## config.mk

```make
export PLATFORM = sky130hd
export DESIGN_NAME = dbus_store_arbiter
export DESIGN_NICKNAME = d
export VERILOG_FILES = /design/src/rtl/dbus_store_arbiter_pkg.sv /design/src/rtl/store_buffer_fifo.sv /design/src/rtl/dbus_store_arbiter.sv
export SDC_FILE = /design/constraint.sdc
export NUM_CORES = 1
export LEC_CHECK = 0
export ABC_AREA = 1
export CAP_MARGIN = 10
export CORE_ASPECT_RATIO = 1.75
export CORE_UTILIZATION = 47
export CTS_CLUSTER_DIAMETER = 50
export DETAILED_ROUTE_END_ITERATION = 16
export HOLD_SLACK_MARGIN = 0.05
export PLACE_DENSITY = 0.67
export SETUP_SLACK_MARGIN = 0.3
export SLEW_MARGIN = 5
export SYNTH_ARGS = -nofsm -noshare
export SYNTH_HDL_FRONTEND = slang
export SYNTH_SLANG_ARGS = --single-unit
export TNS_END_PERCENT = 30
```

## constraint.sdc

```tcl
create_clock -name clk -period 5.1 [get_ports clk]
set_input_delay 0.51 -clock clk [delete_from_list [all_inputs] [get_ports clk]]
set_output_delay 0.51 -clock clk [all_outputs]
set_load 0.02 [all_outputs]
```

## src/rtl/dbus_store_arbiter_pkg.sv

```systemverilog
// rtl/dbus_store_arbiter_pkg.sv - shared request types and defaults for the dbus store arbiter
package dbus_store_arbiter_pkg;

    typedef struct packed {
        logic        read;
        logic        write;
        logic        uncached;
        logic [3:0]  byteenable;
        logic [31:0] paddr;
        logic [31:0] wrdata;
    } data_memreq_t;

    typedef data_memreq_t sb_entry_t;

    localparam int SB_DEPTH_DEFAULT     = 4;
    localparam int STARVE_LIMIT_DEFAULT = 15;

    // Same word and at least one shared byte lane.
    function automatic logic req_overlap(input sb_entry_t entry, input logic [31:0] paddr,
                                         input logic [3:0] byteenable);
        return (entry.paddr[31:2] == paddr[31:2]) && ((entry.byteenable & byteenable) != 4'b0000);
    endfunction

endpackage

```

## src/rtl/store_buffer_fifo.sv

```systemverilog
// rtl/store_buffer_fifo.sv - in-order committed-store FIFO with parallel load-overlap compare
module store_buffer_fifo
    import dbus_store_arbiter_pkg::*;
#(
    parameter int DEPTH = SB_DEPTH_DEFAULT
) (
    input  logic                       clk,
    input  logic                       rst,
    input  logic                       push,
    input  sb_entry_t                  push_data,
    input  logic                       pop,
    output sb_entry_t                  head,
    output logic [$clog2(DEPTH):0]     count,
    output logic                       full,
    output logic                       empty,
    input  logic [31:0]                ld_paddr,
    input  logic [3:0]                 ld_byteenable,
    output logic                       conflict
);

    localparam int PW = $clog2(DEPTH);
    localparam int CW = PW + 1;

    sb_entry_t         mem [DEPTH];
    logic [PW-1:0]     head_ptr;
    logic [PW-1:0]     tail_ptr;
    logic [CW-1:0]     cnt;
    logic [CW-1:0]     cnt_next;
    logic              full_q;
    logic              push_ok;
    logic              pop_ok;

    assign push_ok  = push & ~full_q;
    assign pop_ok   = pop & (cnt != '0);
    assign cnt_next = cnt + CW'(push_ok) - CW'(pop_ok);

    always_ff @(posedge clk or posedge rst) begin
        if (rst) begin
            head_ptr <= '0;
            tail_ptr <= '0;
            cnt      <= '0;
            full_q   <= 1'b0;
        end else begin
            if (push_ok) tail_ptr <= tail_ptr + 1'b1;
            if (pop_ok)  head_ptr <= head_ptr + 1'b1;
            cnt    <= cnt_next;
            full_q <= (cnt_next == CW'(DEPTH));
        end
    end

    // Payload storage needs no reset; validity comes from the pointers and count.
    always_ff @(posedge clk) begin
        if (push_ok) mem[tail_ptr] <= push_data;
    end

    // An entry is live when its distance from head is below count.
    always_comb begin
        conflict = 1'b0;
        for (int i = 0; i < DEPTH; i++) begin
            if ((CW'(PW'(PW'(i) - head_ptr)) < cnt) && req_overlap(mem[i], ld_paddr, ld_byteenable))
                conflict = 1'b1;
        end
    end

    assign head  = mem[head_ptr];
    assign count = cnt;
    assign full  = full_q;
    assign empty = (cnt == '0);

endmodule

```

## src/rtl/dbus_store_arbiter.sv

```systemverilog
// rtl/dbus_store_arbiter.sv - shares the dbus request channel between LSU loads and buffered stores
module dbus_store_arbiter
    import dbus_store_arbiter_pkg::*;
#(
    parameter int SB_DEPTH     = SB_DEPTH_DEFAULT,
    parameter int STARVE_LIMIT = STARVE_LIMIT_DEFAULT
) (
    input  logic          clk,
    input  logic          rst,
    input  logic          flush,
    input  logic          st_push,
    input  data_memreq_t  st_req,
    output logic          st_full,
    output logic          sb_empty,
    input  logic          ld_request,
    input  data_memreq_t  ld_req,
    output logic          ld_ready,
    output logic          dbus_request,
    output data_memreq_t  dbus_req,
    input  logic          dbus_ready
);

    localparam int SW = $clog2(STARVE_LIMIT + 1);

    typedef enum logic [1:0] {IDLE, HOLD_LD, HOLD_ST} state_t;

    state_t                    state;
    state_t                    next_state;
    sb_entry_t                 head;
    logic [$clog2(SB_DEPTH):0] count;
    logic                      fifo_empty;
    logic                      conflict;
    logic                      sel_ld;
    logic                      sel_st;
    logic                      pop;
    logic                      ld_eligible;
    logic [SW-1:0]             starve_cnt;
    data_memreq_t              ld_hold;
    data_memreq_t              st_out;

    store_buffer_fifo #(.DEPTH(SB_DEPTH)) u_fifo (
        .clk           (clk),
        .rst           (rst),
        .push          (st_push),
        .push_data     (st_req),
        .pop           (pop),
        .head          (head),
        .count         (count),
        .full          (st_full),
        .empty         (fifo_empty),
        .ld_paddr      (ld_req.paddr),
        .ld_byteenable (ld_req.byteenable),
        .conflict      (conflict)
    );

    assign ld_eligible = ld_request & ~flush & ~conflict & ~st_full
                       & (~ld_req.uncached | fifo_empty)
                       & (starve_cnt < SW'(STARVE_LIMIT));

    always_comb begin
        next_state = state;
        sel_ld     = 1'b0;
        sel_st     = 1'b0;
        unique case (state)
            IDLE: begin
                if (ld_eligible) begin
                    sel_ld = 1'b1;
                    if (!dbus_ready) next_state = HOLD_LD;
                end else if (!fifo_empty) begin
                    sel_st = 1'b1;
                    if (!dbus_ready) next_state = HOLD_ST;
                end
            end
            HOLD_LD: begin
                sel_ld = 1'b1;
                if (dbus_ready) next_state = IDLE;
            end
            HOLD_ST: begin
                sel_st = 1'b1;
                if (dbus_ready) next_state = IDLE;
            end
            default: next_state = IDLE;
        endcase
    end

    always_comb begin
        st_out       = head;
        st_out.write = 1'b1;
        st_out.read  = 1'b0;
        dbus_req     = '0;
        if (sel_ld)      dbus_req = (state == HOLD_LD) ? ld_hold : ld_req;
        else if (sel_st) dbus_req = st_out;
    end

    assign dbus_request = sel_ld | sel_st;
    assign ld_ready     = dbus_ready & sel_ld & ~flush;
    assign pop          = dbus_ready & sel_st;
    assign sb_empty     = fifo_empty & (state != HOLD_ST);

    always_ff @(posedge clk or posedge rst) begin
        if (rst) begin
            state      <= IDLE;
            starve_cnt <= '0;
            ld_hold    <= '0;
        end else begin
            state <= next_state;
            // A stalled load grant keeps its original payload even if the LSU side moves.
            if (state == IDLE && sel_ld) ld_hold <= ld_req;
            if (fifo_empty || pop)
                starve_cnt <= '0;
            else if (state == IDLE && sel_ld && starve_cnt < SW'(STARVE_LIMIT))
                starve_cnt <= starve_cnt + 1'b1;
        end
    end

endmodule

```

== Yosys cells after proc, flatten, opt, wreduce, memory -nomap -nowiden ==
Memory sizes are Yosys's and may differ from the RTL's.
Cells that the tools add are included.

* Bits in writable memories: 284
* Memories kept: 1
* Logic and storage cells: 103
* Output and inout bits: 75
* Flip-flop bits (word level): 85
* Input port bits: 148

* Magnitude comparators: 5
* Muxes and demuxes: 22
* Add/sub/neg operators: 9
* Reductions and logical operators: 21
* Bitwise operators: 21
* Equality and inequality tests: 12

{| class="wikitable"
|+ Memory list
! memory !! depth !! bits a word !! rd ports !! clocked after memory_dff !! write ports !! RTL line !! source
|-
| u_fifo.mem || 4 || 71 || 5 || 0 || 1 || store_buffer_fifo.sv:24 || <nowiki>sb_entry_t mem [DEPTH];</nowiki>
|}

{| class="wikitable"
|+ Operators by type and width
! kind !! count
|-
| $mux 71 || 2
|-
| $eq 30x30->1 || 4
|-
| $mux 70 || 1
|-
| $and 4x4->4 || 4
|-
| $reduce_bool 4->1 || 4
|-
| $lt 2x3->1 || 4
|-
| $and 1x1->1 || 11
|-
| $logic_and 1x1->1 || 10
|-
| $mux 2 || 5
|-
| $mux 1 || 9
|-
| $ne 3x3->1 const B || 3
|-
| $mux 4 || 2
|-
| $add 2x1->2 const B || 2
|-
| $add 4x1->4 const B || 1
|-
| $lt 4x4->1 const B || 1
|-
| $not 1->1 || 4
|-
| $pmux 1 s2 || 2
|-
| $pmux 2 s2 || 1
|-
| $reduce_and 4->1 || 1
|-
| $sub 1x2->2 const A || 2
|-
| $sub 2x2->2 const A || 2
|-
| $add 3x1->3 || 1
|-
| $eq 3x3->1 const B || 1
|-
| $logic_not 3->1 || 1
|-
| other kinds (11) || 12
|}

== Logic depth before layout (Yosys ltp) ==
An unclocked memory read counts as a cell.

* Depth in word-level cells: 20
* Gate-level depth with buffers: 23
* Gate-level depth less buffers: 21

== By module ==
From an unflattened synthesis, not the netlist that was laid out.

* Cells, all modules: 1802
* Area total of the unflattened synthesis: 18302.6 um^2

{| class="wikitable"
|+ Modules (own cells, without submodules)
! module !! cells an instance !! times used !! area an instance (um^2) !! seq. area each (um^2)
|-
| store_buffer_fifo || 1143 || 1 || 12931.2 || 8728.4
|-
| dbus_store_arbiter || 659 || 1 || 5371.4 || 1926.8
|}

== Worst setup path after synthesis ==
No wires, ideal clock.

* Path kind: flip-flop to flip-flop
* From: reg u_fifo.full_q (netlist: u_fifo.full)
* To: mem u_fifo.mem[0][0] (netlist name) (enable)
* Setup slack: 1059 ps
* Required time: 4603 ps
* Clock period less this slack: 4041 ps
* Arrival time: 3545 ps
* Buffers on the path: 0
* Setup time: 497 ps
* Cell stages (with the launch flop): 4
* Cell sequence: dfrtp_1 > inv_1 > nand2_1 > nor2_1

* Word-level cells in the longest chain between the ends: 4

{| class="wikitable"
|+ Ends and longest elaborated chain
! item !! RTL line !! source
|-
| start: declaration || store_buffer_fifo.sv:29 || <nowiki>logic full_q;</nowiki>
|-
| start signal: assignment || store_buffer_fifo.sv:47 || <nowiki>full_q <= (cnt_next == CW'(DEPTH));</nowiki>
|-
| $not 1->1 || store_buffer_fifo.sv:33 || <nowiki>assign push_ok = push & ~full_q;</nowiki>
|-
| $and 1x1->1 || store_buffer_fifo.sv:33 ||
|-
| $mux 1 || store_buffer_fifo.sv:53 || <nowiki>if (push_ok) mem[tail_ptr] <= push_data;</nowiki>
|-
| $mux 1 (not written as such) || store_buffer_fifo.sv:53 ||
|-
| end: declaration || store_buffer_fifo.sv:24 ||
|}

No other way between the ends.

==> metrics <==
status finished, final reports clean; Req. time, crit path 4.59 ns; R2R cell count 20; reg2reg start u_fifo.head_ptr[1]; Max Cap Viol 0; RSZ-0062 raised after global routing yes; CTS tree yes; First-pass DRT Iterations 5; sequential fraction of design power 32.7%; net switching share of the total power 40.8%; GPL Wtd Cong 0.913; H-tree Lvls 2; most frequent cells in the layout 328 x nand2_1, 276 x edfxtp_1, 204 x clkdlybuf4s50_1, 176 x nand3_1, 143 x inv_1; clock skew 0.0181 ns; post-synthesis adder-cell area fraction 1.09%; Synth Flop Type edfxtp_1; global route total overflow 0; Final ANT Viol Nets 0; main area contributors after synthesis edfxtp_1 46%, dfrtp_1 12%, nand2_1 6.9%; Die Ht 260 um; Crit path arrival time 4.21 ns; Clock power frac 19.5%; fin area 21700 um^2; Num CTS Buffers 36; post-synthesis mux area share 0%; clock sink count 361; register area 10400 um^2; Comb pwr share 47.8%; chip width 149 um; share of layout cells above drive strength 1 12.7%; Mapped Nets 1927; Final Critical Period 4.72 ns; initial antenna violation count 7; Final nets 2123; Final TNS setup 0 ns; Clock transition at path regs 0.06 ns; warnings from Yosys 0; maximum fanout along the worst path 32; vias in the first global route 13700; FP Rows 94; internal power 7.77 mW; Multi-input gate area 6270 um^2; DR DRC count 0; Initial DRC Count 697; Yosys top cell by area edfxtp_1; maximum vdd ir drop 0.383 mV; IO buf count 220; Via density 5.56; Global Route Usage Sum 26.6%; Area Overhead vs Synth 21.4%; Routed WL 51100 um; Worst Setup End Kind output pin; # hold bufs at CTS 0; final hold vios 0; largest family of logic cells by synthesized area simple AND/OR/NAND/NOR gates; worst slew pin tran 1.04 ns; largest net degree at the start of global routing 90; I/O pin count 223; Post-synth EDFFs 276; post-route clock period utilization 92.5%; first-pass GRT wire length 76800 um; core area 37500 um^2; Avg WL per Cell 20.7 um; placed inst area 20500 um^2; class of the worst hold path in -> async; Synth Area in Compound Gates 12.1%; die area 38900 um^2; Leak 8.80 nW; CTS root buf clkbuf_16; ys async rst share 23.5%; most common cell after layout, fill and taps aside nand2_1; Yosys cell types 41; Fillers 3202; Post-DP HPWL 33500 um; Post-Syn Area per Cell 10.1 um^2; number of synthesized register bits 361; fmax 212 MHz; pwr dens 605 nW/um^2; setup violators final 0; Simple-Gate Fraction of Synth Area 19.1%; xor and xnor area share after synthesis 2.45%; Max Root-Sink Buffers 3; Psw 5.36 mW; Mapped Cells 1764; flop-to-flop setup slack 0.96 ns; Starting Density 47.7%; Final Max Tran Viols 0; CP Launch Type flop; post-synth design cell area 17900 um^2; part of the Yosys area used for sequential elements 58.2%; WS Path Type reg -> out; share of the synthesized area in the top cell type 46.4%; Max-slew headroom 30.4%; fin util 57.9%; Final Power 13.1 mW; Clock Latency Late Sink 0.53 ns; DR vias 13800; worst r2r dst u_fifo.full
-- worst max path at each step --
stage | startpoint | end | depth (start not counted)
after global placement | ld_req[50] | dbus_req[64] | 16
after CTS | u_fifo.head_ptr[1] | dbus_req[40] | 18
after detailed placement | ld_req[55] | dbus_req[64] | 19
after global routing | u_fifo.head_ptr[1] | dbus_req[32] | 18
final | u_fifo.head_ptr[1] | dbus_req[32] | 18
after floorplan | u_fifo.full | u_fifo.mem[0][0] | 3
-- cell type report --
type	count	area share (%)
Tap cell	480	2.77
Inverter	176	3.12
Antenna cell	8	0.0922
Sequential cell	361	48.0
Multi-Input combinational cell	1130	28.9
Timing Repair Buffer	254	12.0
Timing Repair inverter	1	0.0404
Clock inverter	17	0.669
Clock buffer	48	4.46
-- registers in the layout (all words and copies together), names as in the netlist --
signal	cells
starve_cnt	4
ld_hold	71
u_fifo.tail_ptr	2
u_fifo.full	1
u_fifo.head_ptr	2
state	2
u_fifo.mem	276
u_fifo.count	3
-- power groups by stage --
stage,clock (mW),combinational [mW],sequential [mW]
2_1_floorplan,0,4.00,4.28
3_3_place_gp,0,6.20,4.32
3_5_place_dp,0,6.27,4.37
4_1_cts,2.60,6.34,4.29
5_1_grt,2.70,6.78,4.38
6_report,2.56,6.28,4.30
-- stage by stage --
| stage | setup slack [ns] | hold WS, ns | instances |
|---|---|---|---|
| after floorplan | 1.06 | 0.478 | 1764 |
| after global placement | 0.652 | 0.501 | 2396 |
| after detailed placement | 0.638 | 0.512 | 2396 |
| after CTS | 0.340 | 0.509 | 2462 |
| after global routing | 0.242 | 0.537 | 2473 |
| final | 0.385 | 0.482 | 2475 |
-- synth_stat cells, types with 8 or more instances --
cell type  instances
inv_1            144
buf_4              9
nor2_1           138
buf_2             15
inv_2             30
xnor2_1           23
o21ai_0           95
a22oi_1           69
o221ai_1          10
nand4_1           10
clkbuf_1          50
nand3_2           59
buf_12             8
o21ai_2           59
xor2_1            27
a21oi_1           78
dfrtp_1           85
edfxtp_1         276
nand3_1          176
nand2_1          328
ha_1              14
o211ai_1          15
-- cells by family after synthesis --
logic type | Yosys count
flip-flops | 361
adder cells (fa/ha/maj) | 15
XOR/XNOR | 50
buffers and inverters | 273
AO/OA/AOI/OAI | 336
AND/OR/NAND/NOR | 729
-- per-layer routing --
layer	vias up	GRT usage, %	share of wire, %
li1	6493	-	-
met3	136	3.82	6.6
met4	2	16.1	5.3
met1	6611	28.6	35
met5	-	0	0.029
met2	530	48.4	53
-- critical path, stage by stage, from the launching register on --
cell and delay, ns:
dfrtp_4 0.61, nand2_1 0.11, buf_4 0.25, nand2_1 0.11, ha_1 0.28, a21boi_0 0.16, o21ai_0 0.11, nand3_1 0.09
nor2_1 0.05, nor2_2 0.14, nand3_4 0.14, inv_2 0.09, nand2_2 0.05, nand2_2 0.20, inv_12 0.11, buf_12 0.20
buf_4 0.19, o21ai_2 0.13, clkdlybuf4s50_1 0.61
-- what timing repair did --
item                       in CTS  in global routing
setup buffers                   1                  4
gates resized for setup         3                 17
cloned                          0                  1
setup endpoints to repair      59                 63
(Power assumes the default switching activity.)
